<file path="src/rtl/dll_lock_detect.sv">
// Frequency-lock monitor: counts DLL clock cycles per reference-oscillator period and tracks lock.
// Optional lock-loss hysteresis (two consecutive bad windows to drop lock): define DLL_LOCK_HYST_EN.
module dll_lock_detect #(
    parameter int DIV_W    = 5,
    parameter int CNT_W    = 8,
    parameter int TOL      = 1,
    parameter int LOCK_CNT = 16
) (
    input  logic             clock,
    input  logic             resetb,
    input  logic             enable,
    input  logic             osc,
    input  logic [DIV_W-1:0] div,
    output logic             locked,
    output logic             lost,
    output logic [CNT_W-1:0] period,
    output logic             meas_valid
);

    localparam logic [CNT_W-1:0] PCNT_MAX  = {CNT_W{1'b1}};
    localparam logic [CNT_W-1:0] PCNT_PRE  = {{(CNT_W-1){1'b1}}, 1'b0};
    localparam logic [CNT_W-1:0] PCNT_ONE  = {{(CNT_W-1){1'b0}}, 1'b1};
    localparam logic [CNT_W-1:0] PCNT_ZERO = {CNT_W{1'b0}};
    localparam logic [7:0]       GCNT_MAX  = 8'hFF;
    localparam logic [7:0]       LOCK_TGT  = 8'(LOCK_CNT);
    localparam logic [CNT_W:0]   TOL_MAG   = (CNT_W+1)'(TOL);

    typedef enum logic [1:0] {
        ST_IDLE   = 2'd0,
        ST_ACQ    = 2'd1,
        ST_TRACK  = 2'd2,
        ST_LOCKED = 2'd3
    } state_t;

    state_t           state_q, state_d;
    logic [2:0]       sync_q, sync_d;
    logic [CNT_W-1:0] pcnt_q, pcnt_d;
    logic [7:0]       gcnt_q, gcnt_d;
    logic             locked_q, locked_d;
    logic             lost_q, lost_d;
    logic [CNT_W-1:0] period_q, period_d;
    logic             meas_valid_q, meas_valid_d;
`ifdef DLL_LOCK_HYST_EN
    logic             miss_q, miss_d;
    logic             stall_q, stall_d;
`endif

    logic             rise_s;
    logic             good_s;
    logic             bad_win_s;
    logic [CNT_W-1:0] pcnt_inc_s;
    logic [7:0]       gcnt_inc_s;

    // A window is good when the measured count is within TOL of div; saturated counts and div=0 never are.
    function automatic logic window_good(input logic [CNT_W-1:0] m, input logic [DIV_W-1:0] d);
        logic signed [CNT_W:0] diff;
        logic [CNT_W:0]        mag;
        diff = $signed({1'b0, m}) - $signed({{(CNT_W+1-DIV_W){1'b0}}, d});
        if (diff[CNT_W]) begin
            mag = $unsigned(-diff);
        end else begin
            mag = $unsigned(diff);
        end
        return (d != {DIV_W{1'b0}}) && (m != PCNT_MAX) && (mag <= TOL_MAG);
    endfunction

    assign rise_s     = sync_q[1] & ~sync_q[2];
    assign good_s     = window_good(pcnt_q, div);
    assign pcnt_inc_s = (pcnt_q == PCNT_MAX) ? PCNT_MAX : (pcnt_q + PCNT_ONE);
    assign gcnt_inc_s = (gcnt_q == GCNT_MAX) ? GCNT_MAX : (gcnt_q + 8'd1);

    // Next-state, counter and output logic.
    always_comb begin
        state_d      = state_q;
        sync_d       = {sync_q[1:0], osc};
        pcnt_d       = pcnt_q;
        gcnt_d       = gcnt_q;
        locked_d     = locked_q;
        lost_d       = 1'b0;
        period_d     = period_q;
        meas_valid_d = 1'b0;
        bad_win_s    = 1'b0;
`ifdef DLL_LOCK_HYST_EN
        miss_d       = miss_q;
        stall_d      = stall_q;
`endif
        if (!enable) begin
            // Intentional disable: no lost pulse, period keeps its last value.
            state_d  = ST_IDLE;
            pcnt_d   = PCNT_ZERO;
            gcnt_d   = 8'd0;
            locked_d = 1'b0;
`ifdef DLL_LOCK_HYST_EN
            miss_d   = 1'b0;
            stall_d  = 1'b0;
`endif
        end else begin
            case (state_q)
                ST_IDLE: begin
                    state_d = ST_ACQ;
                    pcnt_d  = PCNT_ZERO;
                end
                ST_ACQ: begin
                    // The first window is partial; restart counting without reporting it.
                    if (rise_s) begin
                        pcnt_d  = PCNT_ONE;
                        state_d = ST_TRACK;
                    end else begin
                        pcnt_d = pcnt_inc_s;
                    end
                end
                ST_TRACK: begin
                    if (rise_s) begin
                        pcnt_d       = PCNT_ONE;
                        period_d     = pcnt_q;
                        meas_valid_d = 1'b1;
                        if (good_s) begin
                            gcnt_d = gcnt_inc_s;
                            if (gcnt_inc_s >= LOCK_TGT) begin
                                state_d  = ST_LOCKED;
                                locked_d = 1'b1;
                            end else begin
                                state_d = ST_TRACK;
                            end
                        end else begin
                            gcnt_d = 8'd0;
                        end
                    end else begin
                        pcnt_d = pcnt_inc_s;
                    end
                end
                ST_LOCKED: begin
                    if (rise_s) begin
                        pcnt_d       = PCNT_ONE;
                        period_d     = pcnt_q;
                        meas_valid_d = 1'b1;
`ifdef DLL_LOCK_HYST_EN
                        // A window already judged as a stall is not judged a second time.
                        stall_d = 1'b0;
                        if (good_s) begin
                            miss_d = 1'b0;
                        end else begin
                            bad_win_s = ~stall_q;
                        end
`else
                        bad_win_s = ~good_s;
`endif
                    end else begin
                        pcnt_d = pcnt_inc_s;
                        // Counter about to saturate with no osc edge: the window is bad right now.
                        if (pcnt_q == PCNT_PRE) begin
                            bad_win_s = 1'b1;
`ifdef DLL_LOCK_HYST_EN
                            stall_d   = 1'b1;
`endif
                        end else begin
                            bad_win_s = 1'b0;
                        end
                    end
                    if (bad_win_s) begin
`ifdef DLL_LOCK_HYST_EN
                        if (miss_q) begin
                            state_d  = ST_TRACK;
                            locked_d = 1'b0;
                            lost_d   = 1'b1;
                            gcnt_d   = 8'd0;
                            miss_d   = 1'b0;
                            stall_d  = 1'b0;
                        end else begin
                            miss_d = 1'b1;
                        end
`else
                        state_d  = ST_TRACK;
                        locked_d = 1'b0;
                        lost_d   = 1'b1;
                        gcnt_d   = 8'd0;
`endif
                    end else begin
                        state_d = ST_LOCKED;
                    end
                end
                default: begin
                    state_d  = ST_IDLE;
                    pcnt_d   = PCNT_ZERO;
                    gcnt_d   = 8'd0;
                    locked_d = 1'b0;
                end
            endcase
        end
    end

    // State and output registers with asynchronous active-low reset.
    always_ff @(posedge clock or negedge resetb) begin
        if (!resetb) begin
            state_q      <= ST_IDLE;
            sync_q       <= 3'b000;
            pcnt_q       <= PCNT_ZERO;
            gcnt_q       <= 8'd0;
            locked_q     <= 1'b0;
            lost_q       <= 1'b0;
            period_q     <= PCNT_ZERO;
            meas_valid_q <= 1'b0;
`ifdef DLL_LOCK_HYST_EN
            miss_q       <= 1'b0;
            stall_q      <= 1'b0;
`endif
        end else begin
            state_q      <= state_d;
            sync_q       <= sync_d;
            pcnt_q       <= pcnt_d;
            gcnt_q       <= gcnt_d;
            locked_q     <= locked_d;
            lost_q       <= lost_d;
            period_q     <= period_d;
            meas_valid_q <= meas_valid_d;
`ifdef DLL_LOCK_HYST_EN
            miss_q       <= miss_d;
            stall_q      <= stall_d;
`endif
        end
    end

    assign locked     = locked_q;
    assign lost       = lost_q;
    assign period     = period_q;
    assign meas_valid = meas_valid_q;

endmodule
</file>
<file path="config.mk">
export PLATFORM = sky130hd
export DESIGN_NAME = dll_lock_detect
export DESIGN_NICKNAME = d
export VERILOG_FILES = /design/src/rtl/dll_lock_detect.sv
export SDC_FILE = /design/constraint.sdc
export NUM_CORES = 1
export LEC_CHECK = 0
export ABC_AREA = 1
export CORE_MARGIN = 5
export CORE_UTILIZATION = 60
export CTS_CLUSTER_DIAMETER = 80
export DETAILED_ROUTE_END_ITERATION = 6
export PLACE_DENSITY_LB_ADDON = 0.12
export SLEW_MARGIN = 20
export SYNTH_ARGS = -nofsm -noshare
export SYNTH_HDL_FRONTEND = slang
export SYNTH_SLANG_ARGS = --single-unit
</file>
<file path="constraint.sdc">
create_clock -name clock -period 6.5 [get_ports clock]
set_clock_uncertainty 0.2 [all_clocks]
set_input_delay 1.3 -clock clock [delete_from_list [all_inputs] [get_ports clock]]
set_output_delay 1.3 -clock clock [all_outputs]
set_load 0.01 [all_outputs]
</file>
* Word-level counts from Yosys, hierarchy flattened
Index checks and enable logic that the tools add are counted.
** Word-level totals
- Register bits after elaboration :: 32
- Input port bits :: 9
- Output and inout bits :: 11
- Word-level logic and storage cells :: 74
** Cells by class
- Add/sub/neg operators :: 4
- Order comparisons :: 2
- Equal/unequal tests :: 13
- Multiplexer cells :: 34
- Bitwise gates (word level) :: 3
- Reduce and logical (&&, ||, !) cells :: 10
** Operators with widths (number)
- $mux 8 :: 8
- $pmux 8 s2 :: 2
- $eq 8x8->1 const B :: 3
- $mux 1 :: 17
- $add 8x1->8 const B :: 2
- $ne 3x3->1 const B :: 5
- $le 9x1->1 const B :: 1
- $mux 9 :: 1
- $neg 9->9 :: 1
- $reduce_and 3->1 :: 3
- $sub 8x5->9 :: 1
- $ge 8x5->1 const B :: 1
- $mux 2 :: 4
- $ne 8x8->1 const B :: 1
- $pmux 2 s4 :: 1
- $reduce_and 5->1 :: 1
- $reduce_bool 5->1 :: 1
- $eq 2x2->1 const B :: 2
- $ne 3x1->1 const B :: 1
- $reduce_or 3->1 :: 1
- $eq 2x1->1 const B :: 1
- $logic_and 1x1->1 :: 2
- $logic_not 2->1 :: 1
- $not 1->1 :: 2
- 3 further kinds :: 3

* Depth between registers and ports, before layout
Gate-level depths: netlist of run 1.
- Depth in word-level cells :: 12
- Mapped depth :: 20
- Gate-level depth less buffers :: 19

* Worst setup path after synthesis of run 1
No wires, ideal clock.
- Kind :: input -> register
- Start :: input div[0]
- End :: register locked_q, in the netlist locked
- Library setup time :: 117 ps
- Data arrival time :: 3226 ps
- Required time :: 6183 ps
- Setup slack :: 2957 ps
- Stages on the path :: 19
- Buffers on the path :: 1
- Path through :: ha_1 -> inv_1 -> fa_1 -> inv_1 -> ha_1 -> inv_1 -> nor2_2 -> nand3_1 -> nor2_1 -> nand3_1 -> nand3_2 -> nor2_4 -> nand2_2 -> nand2_2 -> nand3_2 -> buf_6 -> nand3_2 -> nand2_1 -> nand2_1
** On the way
- Cells in the longest elaborated chain, start to end :: 11
- Elaborated cells between the ends (all ways) :: 14
- Those cells by class :: 2 x add/sub; 1 x order compare; 2 x eq/ne; 4 x mux; 1 x bitwise; 4 x reduce/logical
** Ends and longest elaborated chain
- from (decl) :: RTL line 13 : input logic [DIV_W-1:0] div,
- $sub 8x5->9 :: RTL line 58 : diff = $signed({1'b0, m}) - $signed({{(CNT_W+1-DIV_W){1'b0}}, d});
- $neg 9->9 :: RTL line 60 : mag = $unsigned(-diff);
- $mux 9 :: RTL line 59 : if (diff[CNT_W]) begin
- $le 9x1->1 :: RTL line 64 : return (d != {DIV_W{1'b0}}) && (m != PCNT_MAX) && (mag <= TOL_MAG);
- $logic_and 1x1->1 (*) :: RTL line 64
- $not 1->1 :: RTL line 146 : bad_win_s = ~good_s;
- $mux 1 :: RTL line 133 : if (rise_s) begin
- $mux 1 :: RTL line 98 : case (state_q)
- $mux 1 :: RTL line 87 : if (!enable) begin
- $ne 3x3->1 (no line)
- $reduce_and 5->1 (no line) (*)
- to (signal assigned) :: RTL line 212 : locked_q <= locked_d;
- to (decl) :: RTL line 39 : logic locked_q, locked_d;
Mark *: on every way between the ends. The rest lies on a longest branch, timed or not. The select of a mux whose other input is x is not followed.
A chain may end at the register's enable or synchronous reset.

* Worst setup path after layout of run 1
- Start :: input div[0]
- End :: register gcnt_q[2]
** On the way
- Cells in the longest elaborated chain, start to end :: 11
- Elaborated cells between the ends (all ways) :: 17
- Those cells by class :: 2 x add/sub; 1 x order compare; 1 x eq/ne; 8 x mux; 1 x bitwise; 4 x reduce/logical
** Ends and longest elaborated chain
- $sub 8x5->9 :: RTL line 58
- $neg 9->9 :: RTL line 60
- $mux 9 :: RTL line 59
- $le 9x1->1 :: RTL line 64
- $logic_and 1x1->1 (*) :: RTL line 64
- $not 1->1 :: RTL line 146
- $mux 1 :: RTL line 133
- $mux 1 :: RTL line 98
- $mux 1 :: RTL line 87
- $ne 3x3->1 (no line)
- $reduce_and 3->1 (no line)
- to (signal assigned) :: RTL line 211 : gcnt_q <= gcnt_d;
- to (decl) :: RTL line 38 : logic [7:0] gcnt_q, gcnt_d;
Marked as above.

==> flow_summary.json, run 1 <==
{
  "status": "complete, no violations",
  "crit_type": "primary input to flip-flop",
  "min_path_type": "flip-flop to flip-flop",
  "io_pins": 20,
  "fin_tns_setup_ns": 0,
  "htreeDepth": 2,
  "peakVddDrop_mv": 0.183,
  "synth_nets": 324,
  "grt_pass1_wl_um": 7880,
  "crit_slowest_cell": "clkdlybuf4s50_1",
  "numCtsBuffers": 5,
  "r2r-end": "gcnt_q[2]$_DFFE_PN0P_",
  "p_per_area_nw_per_um2": 245,
  "tightest_slew_ns": 0.421,
  "drive_gt1_frac": 0.110,
  "min_period_ns": 4.05,
  "cp.depth": 19,
  "yosys_warnings": 0,
  "slew_headroom": 0.718,
  "gp_congestion": 0.825,
  "hold_buffers": 0,
  "portBuffers": 19,
  "post-cts-setup-buffers": 0,
  "nets": 346,
  "wirelength_um": 4450,
  "rsz0062_at_grt": "false",
  "insertion_delay_ns": 0.29,
  "async_reset_ff_frac": 1.00,
  "avgSynthCellArea_um2": 7.26,
  "crit_start": "div[0]",
  "grt_max_degree": 33,
  "via_count": 1922,
  "drt_iter0_drc": 127,
  "die_h_um": 70.7,
  "path_clk_slew_ns": 0.07,
  "ys_seq_area_frac": 0.362,
  "antenna_found_initial": 0,
  "drc": 0,
  "dp_hpwl_um": 3470,
  "path_buf_inv": 4,
  "grt_pass1_vias": 1815,
  "endpoint_kind": "flip-flop",
  "wl_per_cell_um": 11.8,
  "dieArea_um2": 5000,
  "r2r_cells": 19,
  "cts_tree": "yes",
  "row_count": 22,
  "dieWidth_um": 70.7,
  "critPathLaunchType": "primary input",
  "final_hold_viol_count": 0,
  "arrival_ns": 4.03,
  "cap_viol_max_count": 0,
  "area_delta_synth_final_pct": 13.7,
  "num_antenna_cells": 0,
  "timing.rr.start": "pcnt_q[0]$_DFF_PN0_",
  "cts.sinks": 32,
  "syn_inst": 305,
  "grtUsageTotal": 0.195,
  "crit_path_frequent_cell": "nand2_1",
  "worstPathCellList": "clkdlybuf4s50_1 -> ha_1 -> inv_1 -> fa_1 -> inv_1 -> ha_1 -> inv_1 -> nor2_2 -> nand3_1 -> nand2_1 -> nand2_1 -> nand3_1 -> nand2_1 -> nand2_2 -> nand2_2 -> nand3_2 -> nand3_2 -> nand2_1 -> nand2_1",
  "fin_ws_ns": 2.45,
  "first_pass_iters": 5,
  "root_buffer": "clkbuf_8",
  "crit_path_max_incr_delay_ns": 0.43,
  "synth_edf_count": 0,
  "avgViaCountPerCell": 5.11,
  "drv_slew": 0,
  "dp_slack_ns": 2.16,
  "fmax_mhz": 247,
  "period_share": 0.623,
  "critPathMaxFanout": 11,
  "path_delay_family": "simple AND/OR/NAND/NOR gates",
  "initial_core_util": 0.614,
  "rrSetupSlack_ns": 3.36,
  "p_leak_uw": 0.00128,
  "cts_buffer_depth": 2,
  "ant_nets": 0,
  "yosys_register_bits": 32,
  "crit_end": "gcnt_q[2]$_DFFE_PN0P_",
  "gr-total-overflow": 0,
  "synth_cell_type_count": 34,
  "synth_ff_type": "dfrtp_1",
  "cts_resized": 0,
  "cp.required_ns": 6.48,
  "finalSetupViolations": 0,
  "netlist_area_um2": 2210,
  "core_um2": 3610
}
## flip-flops by register name (all words and copies together), names as in the netlist
register and flops:
locked 1, pcnt_q 8, gcnt_q 8, meas_valid 1
sync_q 3, period 8, state_q 2, lost 1
## final cells by class
cell class | instances | area [µm²]
clock buffers | 5 | 68.8
clock inverters | 3 | 18.8
fillers | 318 | 1090
inverters | 49 | 186
multi-input cells | 219 | 1180
flip-flops and latches | 32 | 801
well taps | 48 | 60.1
repair buffers | 20 | 198
## through the flow
step	util	hold WS, ns	total power (µW)	std cells	cell area [µm²]
after global routing	0.698	0.179	666	376	2520
final	0.698	0.157	617	376	2520
after CTS	0.698	0.158	622	376	2520
after floorplan	-	0.131	393	305	2210
after detailed placement	0.673	0.139	470	368	2430
after global placement	0.673	0.148	466	368	2430
## per-layer routing
metal	part of all wire	track usage	up-vias
li1	-	-	1026
met1	0.49	0.279	847
met2	0.44	0.289	44
met3	0.062	0.0455	5
met4	0.013	0.0689	0
met5	0	0	-
## worst reg2reg max path: cells and delay by family (launching register included)
family	cells	cell delay (ns)
buffers and inverters	4	0.40
AND/OR/NAND/NOR	12	1.26
flip-flops	1	0.40
adder cells (fa/ha/maj)	3	0.78
## layout by cell type (no fill, tap or decap), drive strengths merged
cell type,synthesis,layout
nand2,80,80
inv,49,49
nor2,42,42
dfrtp,32,32
nand3,26,26
clkdlybuf4s50,0,19
nand4,17,17
o21ai,14,14
a21oi,11,11
ha,9,9
nor3,6,6
clkbuf,1,5
xor2,4,4
clkinv,0,3
nor4,1,1
o31ai,1,1
a211oi,1,1
xnor2,1,1
a31oi,1,1
a311oi,1,1
nand3b,1,1
a21boi,1,1
or2,1,1
fa,1,1
buf,4,1
## report_power, final
part	total, µW	internal, µW	switching [µW]
combinational	221	94.1	127
sequential	246	229	17.8
clock	150	74.4	75.9
total	617	397	220
## how the worst min path moves through the flow
stage | cells past startpoint | start | slack (ns) | endpoint
floorplan | 0 | sync_q[0]$_DFF_PN0_ | 0.13 | sync_q[1]$_DFF_PN0_
global placement | 0 | sync_q[0]$_DFF_PN0_ | 0.15 | sync_q[1]$_DFF_PN0_
detailed placement | 0 | sync_q[0]$_DFF_PN0_ | 0.14 | sync_q[1]$_DFF_PN0_
CTS | 0 | sync_q[0]$_DFF_PN0_ | 0.16 | sync_q[1]$_DFF_PN0_
global route | 0 | sync_q[0]$_DFF_PN0_ | 0.18 | sync_q[1]$_DFF_PN0_
finish | 0 | sync_q[0]$_DFF_PN0_ | 0.16 | sync_q[1]$_DFF_PN0_
## logic make-up after synthesis
group	after synthesis	synth area share
compound gates	30	0.0786
xor+xnor	5	0.0198
fa+ha+maj	10	0.0599
simple gates	174	0.376
buf+inv	54	0.103
flops	32	0.362
## Yosys cell counts, types with 3 or more instances
library cell | number | area share
a21oi_1 | 10 | 0.023
buf_6 | 3 | 0.015
dfrtp_1 | 32 | 0.36
ha_1 | 9 | 0.051
inv_1 | 43 | 0.073
inv_2 | 5 | 0.0085
nand2_1 | 73 | 0.12
nand2_2 | 6 | 0.017
nand3_1 | 20 | 0.045
nand3_2 | 6 | 0.027
nand4_1 | 16 | 0.045
nor2_1 | 38 | 0.064
nor2_2 | 3 | 0.0085
nor3_1 | 6 | 0.014
o21ai_0 | 13 | 0.029
xor2_1 | 4 | 0.016
Power figures use the tool's default switching activity.
==> run 2, diff against run 1 <==
CORE_UTILIZATION = 58   (was 60)
clock period = 3.8 ns   (was 6.5 ns; I/O delays follow)
==> flow_summary.json, run 2 (same netlist as run 1, synthesis figures left out) <==
{
  "grt_pass1_wl_um": 8100,
  "finalSetupViolations": 0,
  "fin_ws_ns": 0.322,
  "dieArea_um2": 5150,
  "hold_buffers": 0,
  "rrSetupSlack_ns": 0.69,
  "final_common_cell": "nand2_1",
  "dpl.cell_count": 368,
  "grtUsageTotal": 0.200,
  "cts.sinks": 32,
  "critPathMaxFanout": 11,
  "nets": 346,
  "ant_nets": 0,
  "row_count": 22,
  "drv_slew": 0,
  "via_count": 1939,
  "drive_gt1_frac": 0.110,
  "finalNonFillerCells": 376,
  "post-cts-setup-buffers": 0,
  "initial_core_util": 0.600,
  "r2r-end": "gcnt_q[1]$_DFFE_PN0P_",
  "wirelength_um": 4640,
  "portBuffers": 19,
  "crit_slowest_cell": "clkdlybuf4s50_1",
  "avgViaCountPerCell": 5.16,
  "drc": 0,
  "critPathLaunchType": "primary input",
  "crit_path_frequent_cell": "nand2_1",
  "root_buffer": "clkbuf_8",
  "cts_tree": "yes",
  "peakVddDrop_mv": 0.334,
  "core_um2": 3690,
  "min_period_ns": 3.48,
  "dp_hpwl_um": 3610,
  "cts_resized": 0,
  "gr-total-overflow": 0,
  "rsz0062_at_grt": "false",
  "num_antenna_cells": 0,
  "r2r_cells": 19,
  "total_power_uw": 1060,
  "cts_buffer_depth": 2,
  "grt_pass1_vias": 1835,
  "arrival_ns": 3.46,
  "grt_max_degree": 33,
  "area_delta_synth_final_pct": 13.7,
  "cp.required_ns": 3.79,
  "crit_path_max_incr_delay_ns": 0.43,
  "worstPathCellList": "clkdlybuf4s50_1 -> ha_1 -> inv_1 -> fa_1 -> inv_1 -> ha_1 -> inv_1 -> nor2_2 -> nand3_1 -> nand2_1 -> nand2_1 -> nand3_1 -> nand2_1 -> nand2_2 -> nand2_2 -> nand3_2 -> nand3_2 -> nand2_1 -> nand2_1",
  "timing.rr.start": "pcnt_q[0]$_DFF_PN0_",
  "numCtsBuffers": 5,
  "gp_congestion": 0.852,
  "fin_tns_setup_ns": 0,
  "endpoint_kind": "flip-flop",
  "period_share": 0.915,
  "slew_headroom": 0.680,
  "wl_per_cell_um": 12.3,
  "min_path_type": "flip-flop to flip-flop",
  "final_hold_viol_count": 0,
  "crit_type": "primary input to flip-flop",
  "io_pins": 20,
  "crit_end": "gcnt_q[1]$_DFFE_PN0P_",
  "first_pass_iters": 4,
  "fmax_mhz": 288,
  "die_h_um": 71.8,
  "crit_start": "div[0]",
  "status": "complete, no violations",
  "path_clk_slew_ns": 0.07,
  "dieWidth_um": 71.8,
  "htreeDepth": 2,
  "p_per_area_nw_per_um2": 423,
  "antenna_found_initial": 0,
  "tightest_slew_ns": 0.480,
  "cap_viol_max_count": 0,
  "dp_slack_ns": 0.0155,
  "p_leak_uw": 0.00128,
  "final_cell_mix": "nand2_1 (73), inv_1 (43), nor2_1 (38), dfrtp_1 (32), nand3_1 (20)",
  "insertion_delay_ns": 0.29,
  "drt_iter0_drc": 91
}
==> run 2: worst max-delay path: cells and delay by family <==
family | cells | cell delay [ns]
buf+inv | 4 | 0.68
fa+ha+maj | 3 | 0.79
simple gates | 12 | 1.25
==> run 2: final cells by class <==
cell class	instances	area, µm²
timing repair buffer	20	198
sequential	32	801
fill	331	1170
clock buffer	5	68.8
multi-input combinational	219	1180
clock inverter	3	18.8
inverter	49	186
tap	48	60.1
==> run 2: routing by layer <==
| layer | track usage | part of all wire | vias to the layer above | wire [µm] |
|---|---|---|---|---|
| met5 | 0 | 0 | - | 0 |
| met4 | 0.0626 | 0.013 | 0 | 60 |
| met3 | 0.0477 | 0.031 | 4 | 143 |
| met2 | 0.336 | 0.49 | 21 | 2250 |
| met1 | 0.255 | 0.47 | 887 | 2180 |
| li1 | - | - | 1027 | - |
==> run 2: stage by stage <==
stage,hold WS (ns),util,area (µm²)
floorplan,0.131,-,2210
global placement,0.141,0.658,2430
detailed placement,0.144,0.658,2430
CTS,0.158,0.682,2520
global route,0.170,0.682,2520
finish,0.160,0.682,2520
==> run 2: how the worst min path moves through the flow <==
stage	start	cells past startpoint	slack, ns	endpoint
after floorplan	sync_q[0]$_DFF_PN0_	0	0.13	sync_q[1]$_DFF_PN0_
after global placement	sync_q[0]$_DFF_PN0_	0	0.14	sync_q[1]$_DFF_PN0_
after detailed placement	sync_q[0]$_DFF_PN0_	0	0.14	sync_q[1]$_DFF_PN0_
after CTS	sync_q[0]$_DFF_PN0_	0	0.16	sync_q[1]$_DFF_PN0_
after global routing	sync_q[0]$_DFF_PN0_	0	0.17	sync_q[1]$_DFF_PN0_
final	sync_q[0]$_DFF_PN0_	0	0.16	sync_q[1]$_DFF_PN0_
==> run 2: power breakdown <==
part,internal (µW),switching [µW],leakage (µW)
Clock,128,138,0.0000479
Combinational,161,216,0.000807
Sequential,391,31.8,0.000428
Total,679,386,0.00128
==> run 3, diff against run 2 <==
CTS_CLUSTER_DIAMETER = 120   (was 80)
==> results of run 3 <==
No change in the layout: final DEF, timing and power equal those of run 2.
